### config.mk
export PLATFORM = sky130hd
export DESIGN_NAME = page_alloc_arbiter
export DESIGN_NICKNAME = d
export VERILOG_FILES = /design/src/rtl/page_alloc_arbiter.sv
export SDC_FILE = /design/constraint.sdc
export NUM_CORES = 1
export LEC_CHECK = 0
export ABC_CLOCK_PERIOD_IN_PS = 6300
export BUFFER_PORTS_ARGS = -buffer_cell sky130_fd_sc_hd__buf_4
export CAP_MARGIN = 15
export CORE_MARGIN = 4
export CORE_UTILIZATION = 50
export CTS_CLUSTER_SIZE = 40
export DETAILED_ROUTE_END_ITERATION = 12
export GPL_TIMING_DRIVEN = 0
export PLACE_DENSITY = 0.95
export SLEW_MARGIN = 30
export SYNTH_ARGS = -nofsm -noshare
export SYNTH_HDL_FRONTEND = slang
export SYNTH_SLANG_ARGS = --single-unit
### constraint.sdc
create_clock -name clk -period 6.3 [get_ports clk]
set_input_delay 0.945 -clock clk [delete_from_list [all_inputs] [get_ports clk]]
set_output_delay 0.945 -clock clk [all_outputs]
set_load 0.02 [all_outputs]
### src/rtl/page_alloc_arbiter.sv
// rtl/page_alloc_arbiter.sv - round-robin page allocate/release arbiter for a free-page FIFO
module page_alloc_arbiter #(
  parameter int NUM_PORTS  = 4,
  parameter int ADDR_W     = 11,
  parameter int PAGE_COUNT = 2048,
  parameter int LOW_WM     = 16
) (
  input  logic                        clk,
  input  logic                        rst_n,
  input  logic [NUM_PORTS-1:0]        alloc_req,
  output logic [NUM_PORTS-1:0]        alloc_gnt,
  output logic [ADDR_W-1:0]           alloc_addr,
  input  logic [NUM_PORTS-1:0]        rel_req,
  input  logic [NUM_PORTS*ADDR_W-1:0] rel_addr,
  output logic [NUM_PORTS-1:0]        rel_ack,
  output logic                        pop_head,
  input  logic [ADDR_W-1:0]           head_addr,
  output logic                        push_tail,
  output logic [ADDR_W-1:0]           tail_addr,
  output logic [ADDR_W:0]             free_cnt,
  output logic                        low_wm,
  output logic                        err_ovf
);
  localparam int PTR_W = (NUM_PORTS > 1) ? $clog2(NUM_PORTS) : 1;
  localparam logic [ADDR_W:0] FULL = (ADDR_W+1)'(PAGE_COUNT);
  localparam logic [ADDR_W:0] WM = (ADDR_W+1)'(LOW_WM);
  localparam logic [PTR_W-1:0] LAST = PTR_W'(NUM_PORTS - 1);

  logic [PTR_W-1:0]     alloc_ptr, rel_ptr, alloc_win, rel_win;
  logic                 alloc_any, rel_any, rel_drop;
  logic [NUM_PORTS-1:0] alloc_elig;
  logic [ADDR_W:0]      free_nxt;

  function automatic logic [PTR_W-1:0] rr_idx(input logic [PTR_W-1:0] ptr, input int off);
    int s;
    s = (int'(ptr) + off) % NUM_PORTS;
    return PTR_W'(s);
  endfunction

  // A port holding a grant this cycle has already consumed its page.
  assign alloc_elig = alloc_req & ~alloc_gnt;

  always_comb begin
    alloc_any = 1'b0;
    alloc_win = '0;
    rel_any   = 1'b0;
    rel_win   = '0;
    for (int i = 1; i <= NUM_PORTS; i++) begin
      if (!alloc_any && alloc_elig[rr_idx(alloc_ptr, i)]) begin
        alloc_any = 1'b1;
        alloc_win = rr_idx(alloc_ptr, i);
      end
      if (!rel_any && rel_req[rr_idx(rel_ptr, i)]) begin
        rel_any = 1'b1;
        rel_win = rr_idx(rel_ptr, i);
      end
    end
  end

  always_comb begin
    pop_head  = rst_n && alloc_any && (free_cnt != '0);
    // Overflow is judged after the same-cycle pop has made room.
    rel_drop  = (free_cnt == FULL) && !pop_head;
    push_tail = rst_n && rel_any && !rel_drop;
    rel_ack   = '0;
    tail_addr = '0;
    if (rst_n && rel_any)
      rel_ack[rel_win] = 1'b1;
    if (push_tail)
      tail_addr = rel_addr[int'(rel_win)*ADDR_W +: ADDR_W];
    free_nxt = free_cnt;
    if (push_tail && !pop_head)
      free_nxt = free_cnt + 1'b1;
    else if (pop_head && !push_tail)
      free_nxt = free_cnt - 1'b1;
  end

  always_ff @(posedge clk or negedge rst_n) begin
    if (!rst_n) begin
      alloc_gnt  <= '0;
      alloc_addr <= '0;
      alloc_ptr  <= LAST;
      rel_ptr    <= LAST;
      free_cnt   <= FULL;
      low_wm     <= 1'b0;
      err_ovf    <= 1'b0;
    end else begin
      alloc_gnt <= '0;
      if (pop_head) begin
        alloc_gnt[alloc_win] <= 1'b1;
        alloc_addr           <= head_addr;
        alloc_ptr            <= alloc_win;
      end
      if (rel_any)
        rel_ptr <= rel_win;
      free_cnt <= free_nxt;
      low_wm   <= (free_nxt <= WM);
      if (rel_any && rel_drop)
        err_ovf <= 1'b1;
    end
  end
endmodule

After elaboration in Yosys (flattened, before gate mapping)

Cells that the tools add are included.

Register bits after elaboration: 33
Input bits: 65
Output and inout bits: 46
Logic and storage cells: 102

$add $sub $neg: 10
Multipliers: 1
Order comparisons: 13
Equal/unequal tests: 1
Shift operators: 1
Mux-type cells: 41
Bitwise logic cells: 2
Reductions and logical operators: 26

Operators with widths:

| cell                                                               | count |
|---|---|
| indexed part select 44 x 7 -> 11 bit                               | 1 |
| less-than comparator 2 x 3 -> 1 bit (second input constant)        | 10 |
| 2-to-1 mux 12 bit                                                  | 2 |
| 2-to-1 mux 1 bit                                                   | 18 |
| binary-select mux 1 bit (select 2 bit)                             | 8 |
| logical AND 1 bit                                                  | 16 |
| 2-to-1 mux 2 bit                                                   | 8 |
| adder 12 x 1 -> 12 bit (second input constant)                     | 1 |
| equality test 12 bit (second input constant)                       | 1 |
| less-or-equal comparator 12 x 5 -> 1 bit (second input constant)   | 1 |
| nonzero test 12 bit                                                | 1 |
| subtractor 12 x 1 -> 12 bit (second input constant)                | 1 |
| 2-to-1 mux 11 bit                                                  | 1 |
| zero test 1 bit                                                    | 9 |
| adder 2 x 1 -> 2 bit (second input constant)                       | 4 |
| adder 2 bit (second input constant)                                | 4 |
| 2-to-1 mux 4 bit                                                   | 2 |
| multiplier 2 x 4 -> 6 bit (second input constant)                  | 1 |
| AND 4 bit                                                          | 1 |
| demux 1 bit (select 2 bit)                                         | 2 |
| greater-or-equal comparator 2 x 1 -> 1 bit (second input constant) | 2 |
| NOT 4 bit                                                          | 1 |

Depth between registers and ports, before layout

Gate-level depths: netlist of run 1.

Word-level depth: 25
Depth in mapped cells: 11
Mapped depth without buffers: 9

Worst setup path after synthesis of run 1

No wires, ideal clock.

Path kind: input-to-output
Start point: input rel_req[0]
End point: output tail_addr[5]
Arrival: 2815 ps
Data required time: 5355 ps
Slack: 2540 ps
Stages: 9
Buffers on the path: 4
Path through: buf_2 nand2_1 a21oi_1 o221a_2 buf_2 buf_2 buf_2 mux2i_1 a211oi_1

Longest elaborated chain between the ends: 15
Elaborated cells between the ends (all ways): 27
Classes of those cells: mul: 1; shift: 1; mux: 17; reduce/logical: 8

Ends and longest elaborated chain:

| element                                                                   | RTL line | source |
|---|---|---|
| start: declaration                                                        | 13       | `input logic [NUM_PORTS-1:0] rel_req,` |
| binary-select mux 1 bit (select 2 bit)                                    | 53       | `if (!rel_any && rel_req[rr_idx(rel_ptr, i)]) begin` |
| 2-to-1 mux 1 bit (implied by the code)                                    | 53       |  |
| 2-to-1 mux 1 bit                                                          | 53       |  |
| zero test 1 bit                                                           | 53       |  |
| logical AND 1 bit                                                         | 53       |  |
| 2-to-1 mux 1 bit                                                          | 53       |  |
| zero test 1 bit                                                           | 53       |  |
| logical AND 1 bit                                                         | 53       |  |
| 2-to-1 mux 1 bit                                                          | 53       |  |
| zero test 1 bit                                                           | 53       |  |
| logical AND 1 bit                                                         | 53       |  |
| 2-to-1 mux 2 bit or 2-to-1 mux 1 bit (tied branches)                      | 53       |  |
| multiplier 2 x 4 -> 6 bit or logical AND 1 bit (tied branches)            | 70, 64   |  |
| indexed part select 44 x 7 -> 11 bit or logical AND 1 bit (tied branches) | 70, 64   |  |
| 2-to-1 mux 11 bit (*)                                                     | 69       | `if (push_tail)` |
| end: declaration                                                          | 19       | `output logic [ADDR_W-1:0] tail_addr,` |

Every way passes the cells marked *; elsewhere a longest branch is shown, timed or not. The select of a mux whose other input is x is not followed.

Worst setup path after layout of run 1

Start point: register free_cnt[0]
End point: output tail_addr[9]

Longest elaborated chain between the ends: 7
Elaborated cells between the ends (all ways): 8
Classes of those cells: eq/ne: 1; mux: 1; reduce/logical: 6

Ends and longest elaborated chain:

| element                  | RTL line | source |
|---|---|---|
| start: declaration       | 20       | `output logic [ADDR_W:0] free_cnt,` |
| start signal: assignment | 96       | `free_cnt <= free_nxt;` |
| nonzero test 12 bit      | 61       | `pop_head = rst_n && alloc_any && (free_cnt != '0);` |
| logical AND 1 bit        | 61       |  |
| zero test 1 bit          | 63       | `rel_drop = (free_cnt == FULL) && !pop_head;` |
| logical AND 1 bit (*)    | 63       |  |
| zero test 1 bit (*)      | 64       | `push_tail = rst_n && rel_any && !rel_drop;` |
| logical AND 1 bit (*)    | 64       |  |
| 2-to-1 mux 11 bit (*)    | 69       |  |

Every way passes the cells marked *; elsewhere a longest branch is shown, timed or not.

==> impl_results.md, run 1 <==
* Hold slack at 478 ps
* Setup TNS at 0 ps
* Status: completed
* Maxcap violations at 0
* Worst slew margin at 44.4%
* Final instance area at 3530 µm²
* CTS tree: built
* P_leak at 1.73 nW
* Max Slew Vio Count at 0
* CTS hold repair buffers at 0
* Skew final at 6.76 ps
* Initial antenna violation count at 0
* Largest delay contributor family on the critical path: buffers and inverters
* Die width at 79.2 µm
* Buf+Inv Stages, Crit Path at 5
* Total Routing Usage GR at 25.1%
* Post-synth EDFFs at 0
* Worst path cell trace: clkbuf_1 -> inv_1 -> ha_1 -> nor2b_1 -> nand4_2 -> nand2_1 -> buf_2 -> nand2_1 -> nand2_1 -> clkbuf_1 -> a211oi_1 -> buf_4
* Pwr dens at 369 nW/µm²
* Ratio of cells with drive above 1 in the final layout at 38.3%
* Dpl hpwl at 6.07 mm
* Gp weighted congestion at 0.954
* Core area at 4820 µm²
* Worst setup SP type: flop
* Crit end category: output pin
* DRC viols at 0
* Count of different cell masters after synthesis at 57
* Fmax achieved at 231 MHz
* P&R area growth vs syn at 39.3%
* Diodes inserted at 0
* Die height at 79.2 µm
* Synthesized Nets at 371
* Final ANT Viol Nets at 0
* Critical path data arrival time at 3390 ps
* Die Area at 6260 µm²
* Detailed Routing Iterations Pass 1 at 4
* Clock-pin slew on the worst setup and hold paths at 70 ps
* Final period utilization at 68.7%
* Asr flop ratio synth at 100%
* Starting Density at 52.5%
* Register area share after synthesis at 32.9%
* Critical path's slowest cell: dfrtp_1
* Top cell type's share of synthesized area at 27.7%
* Worst vdd ir at 0.000250 V
* Synthesized flop and latch total at 33
* Number of gates resized after cts at 0
* # rows at 25
* CP Max Fanout at 10
* 1st-iter DRT viols at 255
* Setup CP Type: reg -> out
* Area after DPL at 3430 µm²
* Top-count cell post-synth: nand2_1
* Crit path largest cell delay at 400 ps
* Total power at 0.00130 W
* First-pass GRT wire length at 12.5 mm
* Final setup viols at 0
* Final nets at 486
* GR Overflow Total at 0
* Top FF cell, synth: dfrtp_1
* # Post-CTS Setup Buffers at 0
* Worst path most repeated cell: nand2_1
* Min cycle time layout at 4330 ps
* Routed len/inst at 16.3 µm
* Syn_area_per_cell at 8.33 µm²
* Vias in the first global route at 2625
* Port bufs at 108
* Fin. Hold Viols at 0
* Path type of the worst min-delay path: reg -> reg
* CTS root buf: clkbuf_8
* Mapped cell area at 2530 µm²
* Total wire length at 7.92 mm
* Area leader, netlist: dfrtp_1
* Post-Syn Instances at 304
* Clock net sink count at 33
* Area contributors post-synth: dfrtp_1, nand2_1, dfstp_2
* RSZ-0062 raised after global routing: false
* Post-synth top cells: nand2_1, dfrtp_1, nor2_1, a211oi_1
* Vias per cell at 5.69
* Ports at 111
* Largest net degree at the start of global routing at 39
* CTS max path bufs at 2
* Clock latency on the worst-skew pair at 290 ps
* Yosys warns at 0
* CTS buffer count at 5
* H-tree levels at 2
* Slew @ Worst Pin at 827 ps
* Via count at 2772
* Worst Path Required at 5350 ps
[state kept, by name (all words and copies together) (netlist names)]
name	cells
rel_ptr	2
alloc_ptr	2
alloc_gnt	4
alloc_addr	11
free_cnt	12
low_wm	1
err_ovf	1
[worst min-delay path: cells and delay by family, from the launching register on]
family	cells	cell delay [ps]
DFF	1	340
and+or+nand+nor	2	100
[where the power goes]
| part | internal [W] | total [W] | switching, W |
|---|---|---|---|
| logic | 0.000319 | 0.000763 | 0.000444 |
| registers | 0.000289 | 0.000360 | 0.0000712 |
| clock network | 0.0000987 | 0.000179 | 0.0000806 |
[cells by family (layout without fill, tap and decap cells)]
kind of cell | count (synthesis) | in the layout | synth area share (%)
buf+inv | 35 | 151 | 6.03
flops | 33 | 33 | 32.9
mux | 23 | 23 | 9.64
simple gates | 148 | 148 | 30.3
compound gates | 58 | 58 | 18.5
xor+xnor | 5 | 5 | 1.73
fa+ha+maj | 2 | 2 | 0.988
[worst paths after layout]
kind                                 end  slack [ps]     startpoint  depth (start not counted)
setup / recovery            tail_addr[9]        1970    free_cnt[0]                         12
setup reg to reg                  low_wm        3120    free_cnt[0]                         10
min in group asynchronous  alloc_addr[5]         600          rst_n                          1
max in group asynchronous   alloc_ptr[1]        5350          rst_n                          1
hold / removal             alloc_addr[2]         480  alloc_addr[2]                          2
hold reg to reg            alloc_addr[2]         480  alloc_addr[2]                          2
[layout make-up]
type / instances / area [µm²]
flip-flops and latches: 33 / 832
clock inverters: 1 / 5.00
well taps: 67 / 83.8
multi-input cells: 236 / 1550
clock buffers: 7 / 96.3
fillers: 388 / 1290
inverters: 12 / 45.0
repair buffers: 108 / 811
plain buffers: 23 / 108
[placed cells by master, fill, tap and decap left out, drive strengths merged, types with 2 or more instances in the layout]
cell type,netlist,routed
a2111oi,2,2
a211oi,15,15
a21oi,6,6
a221o,2,2
a31o,2,2
and3,4,4
and4,3,3
buf,13,121
clkbuf,10,17
dfrtp,28,28
dfstp,5,5
ha,2,2
inv,12,12
mux2,11,11
mux2i,12,12
nand2,56,56
nand2b,5,5
nand3,5,5
nand4,7,7
nor2,26,26
nor2b,8,8
nor3,8,8
nor4,11,11
o211ai,2,2
o21a,2,2
o21ai,6,6
o221a,3,3
o221ai,2,2
o31ai,2,2
o41a,2,2
o41ai,2,2
or3,3,3
or4,6,6
xnor2,3,3
xor2,2,2
[layer usage]
layer | part of all wire (%) | vias to the layer above | track usage (%) | routed length (µm)
met5 | 0 | - | 0 | 0
met1 | 40 | 1301 | 31.2 | 3140
met2 | 53 | 102 | 43.6 | 4170
met4 | 2.5 | 0 | 7.90 | 199
li1 | - | 1346 | - | -
met3 | 5.2 | 23 | 4.99 | 415
[through the flow]
step	utilization [%]	cells	setup WS (ps)
2_1_floorplan	-	304	2540
3_3_place_gp	71.1	479	2470
3_5_place_dp	71.1	479	2330
4_1_cts	73.2	487	2040
5_1_grt	73.2	487	1710
6_report	73.2	487	1970
Note: power is estimated with default switching activity, not from simulation.
==> run 2, diff against run 1 <==
--- a/config.mk
+++ b/config.mk
@@ -5,15 +5,15 @@
 export SDC_FILE = /design/constraint.sdc
 export NUM_CORES = 1
 export LEC_CHECK = 0
-export ABC_CLOCK_PERIOD_IN_PS = 6300
+export ABC_CLOCK_PERIOD_IN_PS = 4300
 export BUFFER_PORTS_ARGS = -buffer_cell sky130_fd_sc_hd__buf_4
 export CAP_MARGIN = 15
 export CORE_MARGIN = 4
-export CORE_UTILIZATION = 50
+export CORE_UTILIZATION = 48
 export CTS_CLUSTER_SIZE = 40
 export DETAILED_ROUTE_END_ITERATION = 12
 export GPL_TIMING_DRIVEN = 0
-export PLACE_DENSITY = 0.95
+export PLACE_DENSITY = 0.92
 export SLEW_MARGIN = 30
 export SYNTH_ARGS = -nofsm -noshare
 export SYNTH_HDL_FRONTEND = slang
==> constraint.sdc (replaced) <==
create_clock -name clk -period 4.3 [get_ports clk]
set_input_delay 0.645 -clock clk [delete_from_list [all_inputs] [get_ports clk]]
set_output_delay 0.645 -clock clk [all_outputs]
set_load 0.02 [all_outputs]
==> run 2 against run 1 <==
  * Via count grew 5.3%
  * Clock skew is essentially flat
  * Total power grew 50%
  * Critical path type unchanged
  * Largest power group unchanged
==> impl_results.md, run 2 (synthesis gave the netlist of run 1 again) <==
* Status: completed
* Core area at 5110 µm²
* Gp weighted congestion at 0.880
* P&R area growth vs syn at 40.2%
* Detailed Routing Iterations Pass 1 at 5
* Final nets at 486
* Starting Density at 49.6%
* Layout Utilization at 69.5%
* DRC viols at 0
* Commonest non-fill, non-tap cell in the layout: buf_4
* Pwr dens at 550 nW/µm²
* Worst Path Required at 3650 ps
* Area after DPL at 3430 µm²
* DR WL met3 at 477 µm
* Highest routed metal layer: met4
* Hold slack at 303 ps
* Final ANT Viol Nets at 0
* Setup TNS at 0 ps
* Clock-pin slew on the worst setup and hold paths at 80 ps
* Top Registers: free_cnt: 12 flops, alloc_addr: 11 flops, alloc_gnt: 4 flops
* Commonest non-fill, non-tap cells in the layout: buf_4, nand2_1, dfrtp_1
* Max Slew Vio Count at 0
* Worst path most repeated cell: nand2_1
* Worst slew margin at 44.5%
* Routed len/inst at 16.5 µm
* # rows at 26
* Fillers at 412
* Worst vdd ir at 0.000357 V
* First-pass GRT wire length at 13.0 mm
* Multi-input logic area at 1550 µm²
* P_leak at 1.73 nW
* Die Area at 6500 µm²
* Clock net sink count at 33
* Biggest register: free_cnt
* CTS max path bufs at 2
* Sw power at 0.000874 W
* CTS root buf: clkbuf_8
* DRT met1 WL at 3.15 mm
* Initial antenna violation count at 0
* CP Max Fanout at 10
* 1st-iter DRT viols at 330
* Worst setup SP type: flop
* Clk pwr share at 16.0%
* Port bufs at 108
* Final instance area at 3550 µm²
* Critical path data arrival time at 3350 ps
* Vias in the first global route at 2807
* Number of gates resized after cts at 0
* Vias per cell at 5.96
* Fmax achieved at 251 MHz
* P_int at 0.00108 W
* Path type of the worst min-delay path: in -> async
* Skew final at 7.10 ps
* Critical path's slowest cell: dfrtp_1
* GR Overflow Total at 0
* H-tree levels at 2
* Largest net degree at the start of global routing at 39
* Die height at 80.6 µm
* Largest register FFs at 12
* # Post-CTS Setup Buffers at 0
* Ports at 111
* Diodes inserted at 0
* Crit end category: output pin
* FF/Latch Area at 832 µm²
* Crit path largest cell delay at 400 ps
* Combinational power share at 57.1%
* RSZ-0062 raised after global routing: false
* Final period utilization at 92.8%
* Total Routing Usage GR at 25.1%
* Final setup viols at 0
* Slew @ Worst Pin at 825 ps
* Switching Share at 44.8%
* Met2 wire len at 4.19 mm
* Total wire length at 8.07 mm
* Dpl hpwl at 6.14 mm
* Setup CP Type: reg -> out
* Min cycle time layout at 3990 ps
* Total power at 0.00195 W
* Clock latency on the worst-skew pair at 290 ps
* Maxcap violations at 0
* CTS hold repair buffers at 0
* Die width at 80.6 µm
* CTS buffer count at 5
* Sequential Power Share at 27.0%
* Ratio of cells with drive above 1 in the final layout at 38.3%
* CTS tree: built
* Worst path cell trace: clkbuf_1 -> inv_1 -> ha_1 -> nor2b_1 -> nand4_2 -> nand2_1 -> buf_2 -> nand2_1 -> nand2_1 -> clkbuf_1 -> a211oi_1 -> buf_4
* Via count at 2918
* Fin. Hold Viols at 0
## run 2: cell types whose count changed in the layout (fill, tap and decap cells not counted)
cell	before	now
bufinv_16	0	1
clkbuf_8	7	6
clkinv_2	1	0
clkinvlp_4	0	1
## run 2: per-layer routing
metal	up-vias	GRT usage [%]
li1	1341	-
met1	1390	32.5
met2	143	42.7
met3	44	3.14
met4	0	9.12
met5	-	0
## run 2: final timing paths
kind / startpoint / end / cells after the start / slack [ps]
hold reg to reg: alloc_addr[4] / alloc_addr[4] / 2 / 480
min in group clk: alloc_addr[4] / alloc_addr[4] / 2 / 480
hold / removal: rst_n / alloc_addr[1] / 1 / 300
setup / recovery: free_cnt[0] / tail_addr[3] / 12 / 310
max in group asynchronous: rst_n / alloc_ptr[1] / 1 / 3640
setup reg to reg: free_cnt[0] / low_wm / 10 / 1140
## run 2: critical path: cells and delay by family, from the launching register on
kind,cells,cell delay (ps)
compound gates,1,120
simple gates,5,1120
buf+inv,5,1220
flops,1,400
fa+ha+maj,1,200
## run 2: power groups by stage
stage,clock network [W],logic [W],registers (W)
final,0.000311,0.00111,0.000526
after CTS,0.000313,0.00111,0.000524
after floorplan,0,0.000627,0.000609
after global placement,0,0.00106,0.000522
after global routing,0.000329,0.00121,0.000545
after detailed placement,0,0.00110,0.000528
## run 2: final cells by class
| class | instances | area share, % |
|---|---|---|
| Buffer | 23 | 3.03 |
| Clock buffer | 6 | 2.33 |
| Inverter | 12 | 1.27 |
| Tap cell | 70 | 2.47 |
| Clock inverter | 2 | 1.06 |
| Sequential cell | 33 | 23.4 |
| Multi-Input combinational cell | 236 | 43.6 |
| Timing Repair Buffer | 108 | 22.8 |
## run 2: per-stage QoR
step	setup slack [ps]	std cells
2_1_floorplan	1120	304
3_3_place_gp	779	482
3_5_place_dp	751	482
4_1_cts	407	490
5_1_grt	32.3	490
6_report	308	490
==> run 3, diff against run 2 <==
--- a/config.mk
+++ b/config.mk
@@ -5,15 +5,16 @@
 export SDC_FILE = /design/constraint.sdc
 export NUM_CORES = 1
 export LEC_CHECK = 0
-export ABC_CLOCK_PERIOD_IN_PS = 4300
+export ABC_AREA = 1
+export ABC_CLOCK_PERIOD_IN_PS = 4200
 export BUFFER_PORTS_ARGS = -buffer_cell sky130_fd_sc_hd__buf_4
 export CAP_MARGIN = 15
-export CORE_MARGIN = 4
-export CORE_UTILIZATION = 48
+export CORE_MARGIN = 2
+export CORE_UTILIZATION = 50
 export CTS_CLUSTER_SIZE = 40
 export DETAILED_ROUTE_END_ITERATION = 12
 export GPL_TIMING_DRIVEN = 0
-export PLACE_DENSITY = 0.92
+export PLACE_DENSITY = 0.93
 export SLEW_MARGIN = 30
 export SYNTH_ARGS = -nofsm -noshare
 export SYNTH_HDL_FRONTEND = slang
==> constraint.sdc (replaced) <==
create_clock -name clk -period 4.2 [get_ports clk]
set_input_delay 0.63 -clock clk [delete_from_list [all_inputs] [get_ports clk]]
set_output_delay 0.63 -clock clk [all_outputs]
set_load 0.02 [all_outputs]
==> run 3 against run 2 <==
  * First-iteration DRC count down 42%
  * Sequential share of layout area down 2.0 points
  * Clock-buffer cell count is 2 higher
  * Hold slack lost 19 ps
  * Total power increased by 67%
  * Clock skew barely moved
  * Clock power fell by 23%
  * Flip-flop and latch count is the same
  * Cell area increased by 9.3%
  * Critical path type unchanged
  * Largest cell class unchanged
==> impl_results.md, run 3 <==
* Status: completed
* Gp weighted congestion at 0.865
* DRC viols at 0
* Setup TNS at 0 ps
* Worst vdd ir at 0.000568 V
* Count of different cell masters after synthesis at 41
* Starting Density at 51.9%
* CTS max path bufs at 2
* Max Slew Vio Count at 0
* Largest delay contributor family on the critical path: buffers and inverters
* Min cycle time layout at 3480 ps
* Synth Area in Simple Gates at 41.7%
* P_leak at 2.09 nW
* Area contributors post-synth: dfrtp_1, nand2_1, nand3_1
* Vias in the first global route at 3020
* Critical path data arrival time at 2850 ps
* Die Area at 6370 µm²
* Diodes inserted at 0
* Crit end category: output pin
* Core area at 5540 µm²
* Final ANT Viol Nets at 0
* Top cell type's share of synthesized area at 24.4%
* Commonest non-fill, non-tap cell in the layout: nand2_1
* Largest family of logic cells by synthesized area: simple AND/OR/NAND/NOR gates
* Number of gates resized after cts at 0
* Final setup viols at 0
* Asr flop ratio synth at 100%
* Dpl hpwl at 6.32 mm
* Worst slew margin at 71.3%
* Slew @ Worst Pin at 426 ps
* Mapped cell area at 2870 µm²
* P&R area growth vs syn at 35.0%
* Worst r2r path cells at 17
* Buf+Inv Stages, Crit Path at 5
* Syn_area_per_cell at 6.62 µm²
* Final nets at 618
* 1st-iter DRT viols at 192
* Compound-Gate Fraction of Synth Area at 11.0%
* Largest register FFs at 12
* Setup ws final at 717 ps
* Post-Syn Instances at 434
* Path type of the worst min-delay path: in -> async
* Die width at 79.8 µm
* Clock net sink count at 33
* Adder-Cell Fraction of Synth Area at 0.871%
* Synth Area in XOR/XNOR at 5.49%
* Skew final at 7.26 ps
* Ports at 111
* Final period utilization at 82.9%
* Biggest register: free_cnt
* CTS tree: built
* Crit path largest cell delay at 450 ps
* Pwr dens at 840 nW/µm²
* Die height at 79.8 µm
* Initial antenna violation count at 0
* Vias per cell at 5.28
* Worst Path Required at 3570 ps
* Yosys warns at 0
* RSZ-0062 raised after global routing: false
* Top FF cell, synth: dfrtp_1
* Area leader, netlist: dfrtp_1
* Largest net degree at the start of global routing at 36
* Ratio of cells with drive above 1 in the final layout at 31.9%
* Fin. Hold Viols at 0
* Register area share after synthesis at 29.0%
* CP Max Fanout at 10
* Clock latency on the worst-skew pair at 290 ps
* Setup CP Type: reg -> out
* # rows at 27
* Maxcap violations at 0
* Critical path's slowest cell: dfrtp_1
* Worst setup SP type: flop
* GR Overflow Total at 0
* Crit path depth at 13
* First-pass GRT wire length at 13.2 mm
* Post-synth EDFFs at 0
* CTS hold repair buffers at 0
* Fmax achieved at 287 MHz
* Clock-pin slew on the worst setup and hold paths at 60 ps
* H-tree levels at 2
* Post-synth top cells: nand2_1, inv_1, nand3_1, nor2_1, dfrtp_1
* Worst path most repeated cell: inv_2
* Routed len/inst at 13.0 µm
* Mux cell area share after synthesis at 0%
* CTS buffer count at 5
* Synthesized Nets at 501
* Commonest non-fill, non-tap cells in the layout: nand2_1, buf_4, inv_1
* Port bufs at 110
* Synthesized flop and latch total at 33
* DP Worst Slack at 1060 ps
* Total wire length at 8.14 mm
* Top-count cell post-synth: nand2_1
* Total Routing Usage GR at 25.9%
* # Post-CTS Setup Buffers at 0
* Detailed Routing Iterations Pass 1 at 5
* Worst path cell trace: inv_1 -> ha_1 -> nand2_2 -> nor3_4 -> nand3_1 -> nand2_1 -> inv_2 -> nand2_4 -> inv_2 -> o21ai_0 -> buf_2 -> a21oi_1 -> buf_4
* R2R setup slack at 1780 ps
* CTS root buf: clkbuf_8
* Via count at 3293
* Top Registers: free_cnt: 12 flops, alloc_addr: 11 flops, alloc_gnt: 4 flops
==> run 3: routing by layer <==
metal / routed length [µm] / global-route usage [%] / part of all wire [%]
met3: 675 / 5.09 / 8.3
met4: 128 / 7.29 / 1.6
met1: 3040 / 28.0 / 37
met2: 4290 / 50.7 / 53
met5: 0 / 0 / 0
==> run 3: path summary, 6_finish.rpt <==
check | start | endpoint
setup / recovery | free_cnt[0] | tail_addr[7]
hold / removal | rst_n | free_cnt[9]
setup reg to reg | free_cnt[0] | low_wm
hold reg to reg | alloc_addr[2] | alloc_addr[2]
max in group asynchronous | rst_n | alloc_ptr[1]
min in group clk | alloc_addr[2] | alloc_addr[2]
==> run 3: area by class of cell <==
type / instances / area (µm²)
inverters: 57 / 221
plain buffers: 17 / 123
fillers: 472 / 1660
clock buffers: 8 / 90.1
flip-flops and latches: 33 / 832
repair buffers: 110 / 826
multi-input cells: 327 / 1700
well taps: 72 / 90.1
==> run 3: cells by family (layout without fill, tap and decap cells) <==
kind of cell,count (synthesis),in the layout
and+or+nand+nor,256,256
buffers and inverters,74,192
AOI/OAI and AO/OA,51,51
DFF,33,33
xor gates and xnor gates,18,18
adders and majority gates,2,2
==> run 3: worst reg2reg max path: cells and delay by family, from the launching register on <==
family,cells,cell delay (ps)
adder cells (fa/ha/maj),1,240
buffers and inverters,4,440
flip-flops,1,450
AND/OR/NAND/NOR,12,1230
==> run 3: where the power goes <==
part / internal (W) / switching [W]
Combinational: 0.000922 / 0.00155
Sequential: 0.000446 / 0.000103
Clock: 0.000133 / 0.000107
==> run 3: stage by stage <==
step / utilization (%) / instances / hold slack (ps) / area [µm²] / power (W)
final: 70.0 / 624 / 284 / 3880 / 0.00326
after global routing: 70.0 / 624 / 316 / 3880 / 0.00354
after CTS: 70.0 / 624 / 296 / 3880 / 0.00325
after detailed placement: 68.4 / 616 / 467 / 3790 / 0.00299
after global placement: 68.4 / 616 / 454 / 3790 / 0.00291
after floorplan: - / 434 / 334 / 2870 / 0.00228
